$ cat src/rtl/axil_cfg_sequencer.sv
// AXI4-Lite configuration master: walks a WRITE/POLL/END command table on start.
// Optional watchdog on bus waits when CFG_SEQ_WDOG_EN is defined.
module axil_cfg_sequencer #(
   parameter int unsigned ADDR_W   = 8,
   parameter int unsigned DATA_W   = 32,
   parameter int unsigned IDX_W    = 6,
   parameter int unsigned POLL_MAX = 1024,
   localparam int unsigned CMD_W   = 2 + ADDR_W + 2 * DATA_W
) (
   input  logic                clk,
   input  logic                rst,
   input  logic                start,
   output logic                busy,
   output logic                done,
   output logic                err,
   output logic [IDX_W-1:0]    cmd_idx,
   input  logic [CMD_W-1:0]    cmd_word,
   output logic [ADDR_W-1:0]   awaddr,
   output logic                awvalid,
   input  logic                awready,
   output logic [DATA_W-1:0]   wdata,
   output logic [DATA_W/8-1:0] wstrb,
   output logic                wvalid,
   input  logic                wready,
   input  logic [1:0]          bresp,
   input  logic                bvalid,
   output logic                bready,
   output logic [ADDR_W-1:0]   araddr,
   output logic                arvalid,
   input  logic                arready,
   input  logic [DATA_W-1:0]   rdata,
   input  logic [1:0]          rresp,
   input  logic                rvalid,
   output logic                rready
);

   localparam int unsigned PCNT_W = $clog2(POLL_MAX + 1);

   typedef enum logic [1:0] {
      OpEnd   = 2'b00,
      OpWrite = 2'b01,
      OpPoll  = 2'b10,
      OpRsvd  = 2'b11
   } op_e;

   typedef enum logic [3:0] {
      StIdle, StFetch, StAwW, StB, StAr, StR, StNext, StFin, StErr
   } state_e;

   state_e              state_q, state_d;
   logic [IDX_W-1:0]    idx_q, idx_d;
   logic                err_q, err_d;
   logic                aw_pend_q, aw_pend_d;
   logic                w_pend_q, w_pend_d;
   logic [ADDR_W-1:0]   addr_q, addr_d;
   logic [DATA_W-1:0]   data_q, data_d;
   logic [DATA_W-1:0]   mask_q, mask_d;
   logic [PCNT_W-1:0]   poll_cnt_q, poll_cnt_d;

   op_e                 c_op;
   logic [ADDR_W-1:0]   c_addr;
   logic [DATA_W-1:0]   c_data;
   logic [DATA_W-1:0]   c_mask;

   assign c_op   = op_e'(cmd_word[CMD_W-1 -: 2]);
   assign c_addr = cmd_word[2*DATA_W +: ADDR_W];
   assign c_data = cmd_word[DATA_W +: DATA_W];
   assign c_mask = cmd_word[DATA_W-1:0];

`ifdef CFG_SEQ_WDOG_EN
   logic [15:0] wdog_q, wdog_d;
`endif

   always_ff @(posedge clk) begin
      if (rst) begin
         state_q    <= StIdle;
         idx_q      <= '0;
         err_q      <= 1'b0;
         aw_pend_q  <= 1'b0;
         w_pend_q   <= 1'b0;
         addr_q     <= '0;
         data_q     <= '0;
         mask_q     <= '0;
         poll_cnt_q <= '0;
      end else begin
         state_q    <= state_d;
         idx_q      <= idx_d;
         err_q      <= err_d;
         aw_pend_q  <= aw_pend_d;
         w_pend_q   <= w_pend_d;
         addr_q     <= addr_d;
         data_q     <= data_d;
         mask_q     <= mask_d;
         poll_cnt_q <= poll_cnt_d;
      end
   end

   always_comb begin
      state_d    = state_q;
      idx_d      = idx_q;
      err_d      = err_q;
      aw_pend_d  = aw_pend_q;
      w_pend_d   = w_pend_q;
      addr_d     = addr_q;
      data_d     = data_q;
      mask_d     = mask_q;
      poll_cnt_d = poll_cnt_q;

      unique case (state_q)
         StIdle: begin
            if (start) begin
               state_d = StFetch;
               idx_d   = '0;
               err_d   = 1'b0;
            end
         end
         StFetch: begin
            addr_d = c_addr;
            data_d = c_data;
            mask_d = c_mask;
            unique case (c_op)
               OpWrite: begin
                  state_d   = StAwW;
                  aw_pend_d = 1'b1;
                  w_pend_d  = 1'b1;
               end
               OpPoll: begin
                  state_d    = StAr;
                  poll_cnt_d = '0;
               end
               OpEnd:   state_d = StFin;
               default: state_d = StErr;
            endcase
         end
         StAwW: begin
            // AW and W complete independently; leave only once both have.
            if (aw_pend_q && awready) aw_pend_d = 1'b0;
            if (w_pend_q && wready)   w_pend_d  = 1'b0;
            if (!aw_pend_d && !w_pend_d) state_d = StB;
         end
         StB: begin
            if (bvalid) state_d = (bresp != 2'b00) ? StErr : StNext;
         end
         StAr: begin
            if (arready) state_d = StR;
         end
         StR: begin
            if (rvalid) begin
               if (rresp != 2'b00) begin
                  state_d = StErr;
               end else if (((rdata ^ data_q) & mask_q) == '0) begin
                  state_d = StNext;
               end else begin
                  poll_cnt_d = poll_cnt_q + PCNT_W'(1);
                  state_d    = (poll_cnt_d == PCNT_W'(POLL_MAX)) ? StErr : StAr;
               end
            end
         end
         StNext: begin
            if (idx_q == '1) begin
               state_d = StFin;
            end else begin
               idx_d   = idx_q + IDX_W'(1);
               state_d = StFetch;
            end
         end
         StFin:   state_d = StIdle;
         StErr:   state_d = StIdle;
         default: state_d = StIdle;
      endcase

`ifdef CFG_SEQ_WDOG_EN
      if (wdog_q == 16'hFFFF) state_d = StErr;
`endif

      if (state_d == StErr) begin
         err_d     = 1'b1;
         aw_pend_d = 1'b0;
         w_pend_d  = 1'b0;
      end
   end

`ifdef CFG_SEQ_WDOG_EN
   // Only the bus-wait states accumulate; any state change restarts the count.
   always_comb begin
      wdog_d = '0;
      if (state_d == state_q && (state_q inside {StAwW, StB, StAr, StR})) begin
         wdog_d = wdog_q + 16'd1;
      end
   end

   always_ff @(posedge clk) begin
      if (rst) wdog_q <= '0;
      else     wdog_q <= wdog_d;
   end
`endif

   assign busy    = state_q inside {StFetch, StAwW, StB, StAr, StR, StNext};
   assign done    = (state_q == StFin);
   assign err     = err_q;
   assign cmd_idx = idx_q;
   assign awaddr  = addr_q;
   assign araddr  = addr_q;
   assign wdata   = data_q;
   assign wstrb   = '1;
   assign awvalid = aw_pend_q;
   assign wvalid  = w_pend_q;
   assign bready  = (state_q == StB);
   assign arvalid = (state_q == StAr);
   assign rready  = (state_q == StR);

endmodule

$ cat config.mk
export PLATFORM = sky130hd
export DESIGN_NAME = axil_cfg_sequencer
export DESIGN_NICKNAME = d
export VERILOG_FILES = /design/src/rtl/axil_cfg_sequencer.sv
export SDC_FILE = /design/constraint.sdc
export NUM_CORES = 1
export LEC_CHECK = 0
export CORE_MARGIN = 10
export CORE_UTILIZATION = 39
export DETAILED_ROUTE_END_ITERATION = 8
export PLACE_DENSITY = 0.77
export SLEW_MARGIN = 10
export SYNTH_ARGS = -nofsm -noshare
export SYNTH_HDL_FRONTEND = slang
export SYNTH_SLANG_ARGS = --single-unit
export TNS_END_PERCENT = 5
$ cat constraint.sdc
create_clock -name clk -period 2.26 [get_ports clk]
set_input_delay 0.678 -clock clk [delete_from_list [all_inputs] [get_ports clk]]
set_output_delay 0.678 -clock clk [all_outputs]
set_load 0.03 [all_outputs]
; After elaboration in Yosys (flattened, before gate mapping)
; Cells that the tools add are included.
[classes]
eq_ne = 19
n_mul = 0
add_sub_neg = 2
div = 0
order_cmp = 0
mux = 30
bitwise_logic = 2
n_reduce_logical = 21
shift = 0
[ops]
columns = cell, n
row1 = $mux 11, 4
row2 = $mux 4, 9
row3 = $and 32x32->32, 1
row4 = $logic_not 32->1, 1
row5 = $xor 32x32->32, 1
row6 = $pmux 4 s7, 1
row7 = $pmux 11 s2, 1
row8 = $eq 4x3->1 const B, 4
row9 = $reduce_bool 2->1, 7
row10 = $mux 6, 2
row11 = $pmux 4 s3, 1
row12 = $pmux 6 s2, 1
row13 = $add 11x1->11 const B, 1
row14 = $eq 11x11->1 const B, 1
row15 = $ne 2x2->1 const B, 5
row16 = $eq 4x2->1 const B, 2
row17 = $mux 1, 8
row18 = $add 6x1->6 const B, 1
row19 = $eq 6x6->1 const B, 1
row20 = $reduce_bool 6->1, 1
row21 = $reduce_and 5->1, 1
row22 = $eq 4x1->1 const B, 1
row23 = $eq 4x4->1 const B, 1
row24 = $logic_not 4->1, 1
row25 = 11 further kinds, 17
[totals]
mem_bits_rw = 0
latchBits = 0
n_memories = 0
inputBits = 118
out_inout_bits = 66
rom_bits = 0
register_bits = 96

; Depth between registers and ports, before layout
[logic_depth]
depth_word = 10
mapped_depth = 8
mapped_depth_nobuf = 7

; Least setup slack after synthesis
; Ideal clock, no wire load.
[synth_path]
path_kind = input to register
startpoint = in rdata[11]
endpoint = reg poll_cnt_q[1]
setup_ns = 0.072
n_path_buf = 1
t_arrival_ns = 2.209
path_stages = 7
path_slack_ns = -0.020
cell_sequence = xor2_1 -> a22oi_1 -> nand4_1 -> or4_1 -> clkbuf_1 -> a21oi_1 -> mux2i_1
[synth_via]
elab_chain_len = 5
[synth_lines]
columns = item, line
row1 = "start, declared", 31  ; input logic [DATA_W-1:0] rdata,
row2 = $xor 32x32->32, 151  ; end else if (((rdata ^ data_q) & mask_q) == '0) begin
row3 = $and 32x32->32, 151
row4 = $logic_not 32->1, 151
row5 = $ne 2x2->1 (no line), n/a
row6 = $reduce_and 5->1 (no line), n/a
row7 = "end signal, assigned", 94  ; poll_cnt_q <= poll_cnt_d;
row8 = "end, declared", 58  ; logic [PCNT_W-1:0] poll_cnt_q, poll_cnt_d;
; Every way passes these cells.
; A chain may end at the register's enable or synchronous reset.

; Worst setup path after layout
[layout_path]
startpoint = in rdata[15]
endpoint = reg poll_cnt_q[5]
; Same word-level chain as after synthesis.

==> results.py <==
metrics = {
    "worst_setup_path": {
        "required_ns": 2.52,
        "start_kind": "input port",
        "critPathArrivalTime_ns": 2.53,
        "crit_type": "input port to register",
        "r2r_cells": 6,
        "r2r_start": "wdata[11]",
        "cp_max_fo": 8,
        "r2r_slack_ns": 0.10,
        "end_kind": "register",
        "rr_endpoint": "poll_cnt_q[5]",
    },
    "yosys": {
        "syn_area_sq_um": 4523,
        "yosys_most_used_dff": "dfxtp_1",
        "synth_edf_count": 0,
        "yosysUniqueCellTypes": 45,
        "ys_seq_area_frac": 0.4249,
        "synth_seq_cells": 96,
        "ys_warn_count": 0,
        "syn_area_per_cell_sq_um": 7.745,
        "synthArstFlopShare": 0,
        "netlist_instances": 584,
    },
    "sta": {
        "setup_slack_ns": -0.007740,
        "hold_viol": 0,
        "max_slew_margin": 0.6225,
        "tightest_slew_ns": 0.5662,
        "fin_skew_ns": 0.01019,
        "fmax_mhz": 441.0,
        "min_period_ns": 2.268,
        "rsz0062_at_grt": "true",
        "finalCritPeriodShare": 1.003,
        "slew_violations": 0,
        "setup_violations": 2,
    },
    "clock_tree": {
        "clkTransAtPathRegs_ns": 0.06,
        "htree_levels": 3,
        "cts_sinks": 96,
        "numCtsBuffers": 9,
        "cts_hold_buf": 0,
        "cts_root_buffer": "clkbuf_16",
        "clock_latency_ns": 0.34,
        "cts_tree": "built",
        "clockBufferDepth": 2,
    },
    "min_path": {
        "hp-class": "register to register",
        "worstHoldStart": "mask_q[1]",
        "worstHoldPathCells": 2,
        "min_to": "mask_q[1]",
    },
    "cells_and_area": {
        "fin_cells": 909,
        "post-route-util": 0.6231,
        "drive_gt1_frac": 0.1243,
        "area_growth_pct": 56.63,
        "finalNetCount": 880,
        "final_cell_area_sq_um": 7084,
    },
    "routing": {
        "vias": 4626,
        "via_per_inst": 5.089,
        "ant_nets": 0,
        "wire_per_inst_um": 16.87,
        "drt_wl_total_mm": 15.33,
        "drt_first_pass_iters": 4,
        "drt_iter0_drc": 242,
        "post-route-drc-count": 0,
    },
    "place": {
        "dp_hpwl_mm": 11.73,
        "placed_cell_area_sq_um": 6500,
        "dp.cells": 889,
        "place_congestion": 0.8931,
        "port_buffers": 179,
    },
    "pwr": {
        "combPwrFrac": 0.304,
        "sw_frac_of_total": 0.3205,
        "clockPowerShare": 0.307,
        "p_int_uw": 3428,
        "power_leakage_uw": 0.002800,
        "power.density_nw_per_um2": 712.0,
        "ir_worst_vdd_v": 0.0005605,
        "power.switching_uw": 1616,
        "seqPwrFrac": 0.389,
    },
    "grt": {
        "grt_pass1_vias": 4737,
        "antenna_found_initial": 2,
        "grt_max_degree": 75,
        "overflow": 0,
        "grt_usage": 0.1806,
        "grt_first_pass_wirelength_mm": 24.16,
    },
    "floorplan": {
        "start_util": 0.3978,
        "die_area_sq_um": 16300,
        "core_area_sq_um": 11370,
        "die_x_um": 127.7,
        "core.rowCount": 39,
        "die_h_um": 127.7,
        "pin_count": 184,
    },
    "outcome": {
        "failed_checks": "negative setup slack",
        "status": "complete, but fails checks",
    },
    "run": {
        "cap_violations": 0,
    },
}
==> placed cells by master (no fill, tap or decap), types with 3 or more instances in the layout <==
cell	synthesis	layout
dfxtp_2	0	3
clkdlybuf4s15_1	0	7
dfxtp_1	96	93
clkdlybuf4s50_1	0	141
xor2_2	0	12
a22oi_1	16	7
inv_1	11	11
clkbuf_2	0	3
dlygate4sd2_1	0	3
xor2_1	37	25
and3_1	5	4
a31oi_1	14	10
nor2_1	22	21
and2_1	3	3
o221ai_1	4	3
mux2i_1	3	3
dlymetal6s2s_1	0	21
or3_1	6	6
nand2b_1	7	7
conb_1	1	4
nand2_1	164	163
buf_4	13	29
nor3_1	10	10
nand3_1	9	9
a21oi_1	84	83
nand4_1	8	8
nor4_1	3	3
a22oi_2	0	9
o21ai_0	5	5
clkbuf_16	0	9
==> metrics by stage <==
stage | setup slack, ns | total power (uW) | TNS, ns | hold slack (ns)
finish | -0.007740 | 5044 | -0.009593 | 0.4581
global route | -0.07150 | 5285 | -0.4269 | 0.4785
CTS | -0.1905 | 5042 | -1.957 | 0.4577
detailed placement | -0.7324 | 3438 | -11.17 | 0.4469
global placement | -0.6727 | 3407 | -10.37 | 0.4419
floorplan | -0.001619 | 2762 | -0.001619 | 0.4360
==> layout make-up <==
type,instances,area (sq um)
Antenna cell,2,5.005
Sequential cell,96,1926
Tap cell,143,178.9
Multi-Input combinational cell,434,2580
Clock buffer,10,239.0
Timing Repair Buffer,207,2048
Inverter,11,41.29
Clock inverter,6,66.31
Fill cell,946,4285
==> how the worst max path moves through the flow <==
stage               startpoint            end  slack, ns  depth (start not counted)
floorplan            rdata[11]  poll_cnt_q[4]     -0.002                          6
global placement      rdata[6]  poll_cnt_q[4]      -0.67                          7
detailed placement    rdata[6]  poll_cnt_q[6]      -0.73                          7
CTS                  rdata[26]  poll_cnt_q[6]      -0.19                          7
global route         rdata[15]  poll_cnt_q[5]      -0.07                          7
finish               rdata[15]  poll_cnt_q[5]     -0.008                          7
==> flip-flops by register name (all words and copies together) (netlist names), 4 cells and up <==
name        count
state_q         4
wdata          32
cmd_idx         6
araddr          8
poll_cnt_q     11
mask_q         32
==> cells in the mapped netlist (4+ instances only) <==
master	instances	area [sq um]
xor2_1	37	324.1
a31oi_1	14	87.58
or3_1	6	37.54
inv_1	11	41.29
dfxtp_1	96	1922
and3_1	5	31.28
o221ai_1	4	35.03
clkbuf_1	28	105.1
nor3_1	10	50.05
buf_1	5	18.77
nand3_1	9	45.04
nand2_1	164	615.6
buf_4	13	97.59
nor2_1	22	82.58
a22oi_1	16	120.1
nand2b_1	7	43.79
nand4_1	8	50.05
a21oi_1	84	420.4
o21ai_0	5	25.02
==> cell families (layout without fill, tap and decap cells) <==
group           Yosys count  count (layout)  share of synthesized area
other cells               1               6                  0.0008291
fa+ha+maj                 3               3                   0.008300
xor+xnor                 39              39                    0.07552
flops                    96              96                     0.4249
buf+inv                  57             234                    0.05809
compound gates          140             140                     0.1873
simple gates            244             244                     0.2351
mux                       4               4                   0.009958
==> critical path: stages <==
cell	delay, ns
dlygate4sd2_1	0.24
xor2_1	0.16
a22oi_2	0.19
nand4_1	0.14
or4_4	0.52
a211o_4	0.41
a31oi_1	0.19
==> per-layer routing <==
| layer | global-route usage | up-vias | routed length, um | part of all wire |
|---|---|---|---|---|
| met2 | 0.3212 | 161 | 7954 | 0.52 |
| met3 | 0.07899 | 19 | 1415 | 0.092 |
| met4 | 0.04967 | 0 | 221 | 0.014 |
| li1 | - | 2322 | - | - |
| met1 | 0.1895 | 2124 | 5742 | 0.37 |
| met5 | 0 | - | 0 | 0 |
==> power groups by stage <==
stage	Combinational, uW	Sequential [uW]	Clock [uW]
detailed placement	1450	1990	0
CTS	1510	1950	1580
global route	1660	1980	1650
finish	1530	1960	1550
floorplan	650	2110	0
global placement	1430	1980	0
==> timing repair <==
| action | in CTS | in global routing |
|---|---|---|
| buffers inserted | 1 | 2 |
| resized for setup | 24 | 61 |
| pin swaps | 20 | 24 |
| endpoints found under the setup margin | 19 | 19 |
No activity file was read; power rests on OpenSTA's default activity.
